<file path="config.mk">
export PLATFORM = sky130hd
export DESIGN_NAME = ram_stream_reader
export DESIGN_NICKNAME = d
export VERILOG_FILES = /design/src/rtl/ram_stream_reader_pkg.sv /design/src/rtl/ram_stream_reader_fifo.sv /design/src/rtl/ram_stream_reader.sv
export SDC_FILE = /design/constraint.sdc
export NUM_CORES = 1
export LEC_CHECK = 0
export CELL_PAD_IN_SITES_DETAIL_PLACEMENT = 1
export CELL_PAD_IN_SITES_GLOBAL_PLACEMENT = 2
export CORE_MARGIN = 2
export CORE_UTILIZATION = 35
export CTS_BUF_LIST = sky130_fd_sc_hd__clkbuf_16
export CTS_CLUSTER_DIAMETER = 30
export DETAILED_ROUTE_END_ITERATION = 16
export PLACE_DENSITY_LB_ADDON = 0.1
export SYNTH_ARGS = -nofsm -noshare
export SYNTH_HDL_FRONTEND = slang
export SYNTH_HIERARCHICAL = 1
export SYNTH_SLANG_ARGS = --single-unit
</file>
<file path="constraint.sdc">
create_clock -name clk_i -period 4.45 [get_ports clk_i]
set_input_delay 0.89 -clock clk_i [delete_from_list [all_inputs] [get_ports clk_i]]
set_output_delay 0.89 -clock clk_i [all_outputs]
set_load 0.005 [all_outputs]
</file>
<file path="src/rtl/ram_stream_reader_pkg.sv">
// Shared definitions for the RAM stream reader: FSM state encoding and a
// ceil(log2) helper for sizing pointers and counters.
package ram_stream_reader_pkg;

  typedef enum logic [1:0] {
    StIdle = 2'd0,
    StRun  = 2'd1,
    StDone = 2'd2
  } state_e;

  // ceil(log2(value)); returns 0 for value <= 1.
  function automatic int unsigned clog2(input int unsigned value);
    int unsigned result;
    result = 0;
    while ((64'd1 << result) < 64'(value)) begin
      result = result + 1;
    end
    return result;
  endfunction

endpackage

</file>
<file path="src/rtl/ram_stream_reader_fifo.sv">
// fifo_sync: synchronous FIFO used as the reader's output buffer.
// Ports:
//   clk_i, rst_ni   clock, asynchronous active-low reset
//   wr_en_i/wr_data_i  push (caller guarantees no push when full)
//   rd_en_i         pop (caller guarantees no pop when empty)
//   rd_data_o       head word, forced to 0 while empty
//   empty_o         FIFO empty
//   count_o         occupancy, 0..Depth
module fifo_sync
  import ram_stream_reader_pkg::*;
#(
  parameter int unsigned Width = 11,
  parameter int unsigned Depth = 4
) (
  input  logic                   clk_i,
  input  logic                   rst_ni,
  input  logic                   wr_en_i,
  input  logic [Width-1:0]       wr_data_i,
  input  logic                   rd_en_i,
  output logic [Width-1:0]       rd_data_o,
  output logic                   empty_o,
  output logic [clog2(Depth):0]  count_o
);

  localparam int unsigned PtrW = clog2(Depth);

  logic [Width-1:0] mem_q [Depth];
  logic [PtrW-1:0]  wr_ptr_q, rd_ptr_q;
  logic [PtrW:0]    count_q;

  always_ff @(posedge clk_i or negedge rst_ni) begin
    if (!rst_ni) begin
      wr_ptr_q <= '0;
      rd_ptr_q <= '0;
      count_q  <= '0;
    end else begin
      if (wr_en_i) wr_ptr_q <= wr_ptr_q + PtrW'(1);
      if (rd_en_i) rd_ptr_q <= rd_ptr_q + PtrW'(1);
      count_q <= count_q + {{PtrW{1'b0}}, wr_en_i} - {{PtrW{1'b0}}, rd_en_i};
    end
  end

  // Storage needs no reset: nothing is visible until a word is written.
  always_ff @(posedge clk_i) begin
    if (wr_en_i) mem_q[wr_ptr_q] <= wr_data_i;
  end

  assign empty_o   = (count_q == '0);
  assign count_o   = count_q;
  // Zeroing the head while empty keeps downstream data at 0 out of reset.
  assign rd_data_o = empty_o ? '0 : mem_q[rd_ptr_q];

endmodule

</file>
<file path="src/rtl/ram_stream_reader.sv">
// ram_stream_reader: reads cfg_count consecutive words from a RAM starting at
// cfg_base_addr (wrapping) and streams them out over a valid/ready interface.
// Ports:
//   clk_i, rst_ni                   clock, asynchronous active-low reset
//   cfg_start_i/base_addr_i/count_i transfer request, sampled in idle only
//   busy_o, done_o                  status; done_o pulses once per transfer
//   s_read_req_o/addr_o/data_i      RAM read port, data RAM_LATENCY (0 or 1) later
//   m_valid_o/ready_i/data_o/last_o output stream, driven from the FIFO head
// FIFO_DEPTH must be a power of two, at least 4.
module ram_stream_reader
  import ram_stream_reader_pkg::*;
#(
  parameter int unsigned DATA_WIDTH  = 10,
  parameter int unsigned ADDR_WIDTH  = 12,
  parameter int unsigned RAM_LATENCY = 1,
  parameter int unsigned FIFO_DEPTH  = 4
) (
  input  logic                  clk_i,
  input  logic                  rst_ni,
  input  logic                  cfg_start_i,
  input  logic [ADDR_WIDTH-1:0] cfg_base_addr_i,
  input  logic [ADDR_WIDTH:0]   cfg_count_i,
  output logic                  busy_o,
  output logic                  done_o,
  output logic                  s_read_req_o,
  output logic [ADDR_WIDTH-1:0] s_read_addr_o,
  input  logic [DATA_WIDTH-1:0] s_read_data_i,
  output logic                  m_valid_o,
  input  logic                  m_ready_i,
  output logic [DATA_WIDTH-1:0] m_data_o,
  output logic                  m_last_o
);

  localparam int unsigned CntW = clog2(FIFO_DEPTH) + 1;
  localparam int unsigned OccW = CntW + 1;

  state_e                state_q, state_d;
  logic [ADDR_WIDTH-1:0] addr_q, addr_d;
  logic [ADDR_WIDTH:0]   rem_q, rem_d;
  logic                  rd_vld_q, rd_last_q;

  logic                  req_last;
  logic                  in_flight;
  logic                  pop;
  logic                  fifo_wr;
  logic                  fifo_wr_last;
  logic                  fifo_empty;
  logic [CntW-1:0]       fifo_cnt;
  logic [DATA_WIDTH:0]   fifo_head;
  logic [OccW-1:0]       occ;

  assign req_last  = (rem_q == (ADDR_WIDTH+1)'(1));
  assign in_flight = (RAM_LATENCY == 1) ? rd_vld_q : 1'b0;
  assign pop       = m_valid_o && m_ready_i;

  // Credit check: words that will still occupy a FIFO slot after this edge.
  assign occ = {{(OccW-1){1'b0}}, in_flight} + {1'b0, fifo_cnt} - {{(OccW-1){1'b0}}, pop};

  assign s_read_req_o  = (state_q == StRun) && (rem_q != '0) && (occ < OccW'(FIFO_DEPTH));
  assign s_read_addr_o = addr_q;

  // With zero latency the RAM answers in the request cycle, so write directly.
  assign fifo_wr      = (RAM_LATENCY == 1) ? rd_vld_q  : s_read_req_o;
  assign fifo_wr_last = (RAM_LATENCY == 1) ? rd_last_q : (s_read_req_o && req_last);

  always_comb begin
    state_d = state_q;
    addr_d  = addr_q;
    rem_d   = rem_q;
    case (state_q)
      StIdle: begin
        if (cfg_start_i) begin
          addr_d  = cfg_base_addr_i;
          rem_d   = cfg_count_i;
          state_d = (cfg_count_i == '0) ? StDone : StRun;
        end
      end
      StRun: begin
        if (s_read_req_o) begin
          addr_d = addr_q + ADDR_WIDTH'(1);
          rem_d  = rem_q - (ADDR_WIDTH+1)'(1);
        end
        if (pop && m_last_o) state_d = StDone;
      end
      StDone:  state_d = StIdle;
      default: state_d = StIdle;
    endcase
  end

  always_ff @(posedge clk_i or negedge rst_ni) begin
    if (!rst_ni) begin
      state_q   <= StIdle;
      addr_q    <= '0;
      rem_q     <= '0;
      rd_vld_q  <= 1'b0;
      rd_last_q <= 1'b0;
    end else begin
      state_q   <= state_d;
      addr_q    <= addr_d;
      rem_q     <= rem_d;
      rd_vld_q  <= s_read_req_o;
      rd_last_q <= s_read_req_o && req_last;
    end
  end

  fifo_sync #(
    .Width (DATA_WIDTH + 1),
    .Depth (FIFO_DEPTH)
  ) u_fifo (
    .clk_i     (clk_i),
    .rst_ni    (rst_ni),
    .wr_en_i   (fifo_wr),
    .wr_data_i ({fifo_wr_last, s_read_data_i}),
    .rd_en_i   (pop),
    .rd_data_o (fifo_head),
    .empty_o   (fifo_empty),
    .count_o   (fifo_cnt)
  );

  assign m_valid_o = !fifo_empty;
  assign m_last_o  = fifo_head[DATA_WIDTH];
  assign m_data_o  = fifo_head[DATA_WIDTH-1:0];

  assign busy_o = (state_q != StIdle);
  assign done_o = (state_q == StDone);

endmodule
</file>
==> results.json, run 1 <==
{
  "clkSinkCount": 80,
  "fp-row-count": 38,
  "die_w_um": 110,
  "dp.final_hpwl_um": 6230,
  "power_density_nw_per_um2": 691,
  "antenna_found_initial": 0,
  "n_antenna_cell": 0,
  "drc": 0,
  "io_pins": 66,
  "critPathLaunchType": "input port",
  "fin_crit_ns": 4.29,
  "period_share_pct": 96.5,
  "endpoint_kind": "primary output",
  "routedWlPerCell_um": 16.8,
  "vdd_drop_max_mv": 0.344,
  "worstHoldPathType": "reg2reg",
  "wirelength_um": 9150,
  "syn_area_per_cell_um2": 11.7,
  "clk_pin_slew_ns": 0.06,
  "vias": 2839,
  "die_area_um2": 12100,
  "crit_type": "in2out",
  "whs_ns": 0.513,
  "dp.cells": 530,
  "synth_edf_count": 44,
  "drt-initial-drc-count": 130,
  "p_leak_nw": 1.92,
  "cts_root_buf": "clkbuf_16",
  "synth-seq-cells": 80,
  "grt_pass1_wl_um": 15200,
  "relSlewSlack_pct": 42.8,
  "gr-total-overflow": 0,
  "crit_chain": "clkdlybuf4s50_1, nor2b_4, ha_1, inv_1, ha_1, and3b_1, or4_4, a21oi_4, and2_4, clkdlybuf4s50_1",
  "yosysSeqAreaShare_pct": 56.3,
  "post_cts_buffers": 0,
  "nFillCells": 1179,
  "synthArstFlopShare_pct": 45.0,
  "place_congestion": 0.718,
  "via_per_inst": 5.20,
  "status": "complete, no violations",
  "antenna_left": 0,
  "grt_max_degree": 62,
  "syn_nets": 389,
  "cts-buffers-inserted": 9,
  "maxCapViolations": 0,
  "placed_cell_area_um2": 4720,
  "syn_area_um2": 3950,
  "finClkSkew_ns": 0.00364,
  "cp_max_fo": 2,
  "cp.required_ns": 3.56,
  "cts.repair.resized": 0,
  "design_area_um2": 5030,
  "crit_slowest_cell": "or4_4",
  "final_cells": 546,
  "tightestPinTransition_ns": 0.858,
  "max_freq_mhz": 233,
  "synth_ff_type": "edfxtp_1",
  "die-height_um": 110,
  "cts_tree": "built",
  "grt_pass1_vias": 2954,
  "syn2layout_area_growth_pct": 27.6,
  "setup_viol": 0,
  "port_buffers": 65,
  "core_area_um2": 10900,
  "htreeDepth": 3,
  "synth-warning-count": 6,
  "final_nets": 454,
  "rsz0062_at_grt": "no",
  "arrival_ns": 3.40,
  "dr.pass1.iters": 4,
  "finalMaxSlewViolations": 0,
  "drive_gt1_share_pct": 9.61,
  "synthDistinctLibCells": 46,
  "critPathMaxStageDelay_ns": 0.50,
  "initial_core_util_pct": 36.1,
  "syn_inst": 336,
  "grtUsageTotal_pct": 16.6,
  "insertion_delay_ns": 0.33,
  "setup_tns_ns": 0,
  "clock_path_buffers": 2,
  "r2r_slack_ns": 1.15,
  "postCtsHoldBufs": 0,
  "hold_viol": 0
}
## registers in the layout, summed over array words and instances (netlist names)
name             count
fifo_wr              1
fifo_wr_last         1
rem_q               13
s_read_addr_o       12
state_q              2
u_fifo/count_o       3
u_fifo/mem_q        44
u_fifo/rd_ptr_q      2
u_fifo/wr_ptr_q      2
## path summary, 6_finish.rpt
path	start	end	depth (start not counted)
min in group asynchronous	rst_ni	u_fifo/rd_ptr_q[0]	1
worst min-delay path	fifo_wr_last	u_fifo/mem_q[0][10]	0
worst max register to register	u_fifo/count_o[1]	s_read_addr_o[0]	14
worst max-delay path	m_ready_i	s_read_req_o	10
max in group asynchronous	rst_ni	s_read_addr_o[5]	1
worst min register to register	fifo_wr_last	u_fifo/mem_q[0][10]	0
## power breakdown
group	switching (mW)	total [mW]	internal, mW
Sequential	0.256	1.23	0.979
Clock	0.287	0.717	0.430
Combinational	0.743	1.53	0.782
## cells in the final DEF, fill, tap and decap left out, types with 2 or more instances in the layout
cell type / count
inv_1: 18
or4_4: 3
a21oi_1: 42
clkdlybuf4s50_1: 64
a21oi_2: 3
and3_1: 2
nor2b_4: 2
mux4_1: 3
and2_1: 17
o22ai_1: 13
or3_1: 3
nand3_1: 11
ha_1: 13
mux4_2: 8
nor2_1: 11
nand2b_1: 4
a21o_1: 2
a31oi_1: 2
clkinvlp_4: 2
a211oi_1: 2
edfxtp_1: 44
nand2_1: 39
buf_4: 4
xnor2_1: 4
dfrtp_1: 36
nor4_1: 3
xor2_1: 2
nor3_1: 2
or4_1: 2
clkbuf_16: 9
o21ai_0: 12
## metrics by stage
step | total power, mW | utilization, % | setup slack (ns)
final | 3.48 | 46.0 | 0.158
after global routing | 3.76 | 46.0 | 0.0138
after CTS | 3.50 | 45.8 | 0.000105
after detailed placement | 2.76 | 43.1 | 0.0203
after global placement | 2.71 | 43.1 | 0.0981
after floorplan | 2.19 | - | 0.882
## synth_stat cells (2+ instances only)
cell type,instances,area (µm²)
a21o_1,2,15.0
o21ai_0,12,60.1
nand3_1,11,55.1
xor2_1,2,17.5
dfrtp_1,36,901
a211oi_1,2,15.0
nor4_1,3,18.8
nor3_1,2,10.0
nand2b_1,4,25.0
and3_1,2,12.5
or4_1,3,22.5
or3_1,3,18.8
nor2b_1,3,18.8
xnor2_1,4,35.0
mux4_2,8,180
a21oi_2,3,26.3
buf_6,6,67.6
a21oi_1,43,215
edfxtp_1,44,1320
ha_1,13,163
nand2_1,39,146
nor2_1,11,41.3
or4_4,2,22.5
a31oi_1,2,12.5
o22ai_1,13,81.3
clkbuf_1,9,33.8
inv_1,16,60.1
and2_1,18,113
mux4_1,3,78.8
## routing by layer
| metal | up-vias | share of wire (%) | GRT usage [%] |
|---|---|---|---|
| met4 | 0 | 1.2 | 6.88 |
| met2 | 45 | 46 | 25.0 |
| met3 | 9 | 3.3 | 3.06 |
| met1 | 1416 | 50 | 23.5 |
| met5 | - | 0 | 0 |
| li1 | 1369 | - | - |
## kinds of logic after synthesis
group / share of synthesized area (%)
simple gates: 14.8
buf+inv: 4.22
compound gates: 11.9
xor+xnor: 1.33
mux: 6.82
fa+ha+maj: 4.63
flops: 56.3
## final cells by class
cell class	instances	area (µm²)	area share, %
Clock buffer	9	225	4.47
Clock inverter	7	66.3	1.32
Inverter	16	60.1	1.19
Multi-Input combinational cell	224	1590	31.6
Sequential cell	80	2220	44.1
Tap cell	140	175	3.48
Timing Repair Buffer	70	696	13.8
## critical path, delay by kind of cell
kind / cells / cell delay [ns]
buf+inv: 3 / 0.98
simple gates: 4 / 0.99
compound gates: 1 / 0.14
fa+ha+maj: 2 / 0.39
Power figures use the tool's default switching activity.
==> run 2: changes to the inputs <==
Settings changed: ABC_CLOCK_PERIOD_IN_PS set to 4450.
==> results of run 2 <==
No change in the layout: final DEF, timing and power equal those of run 1.
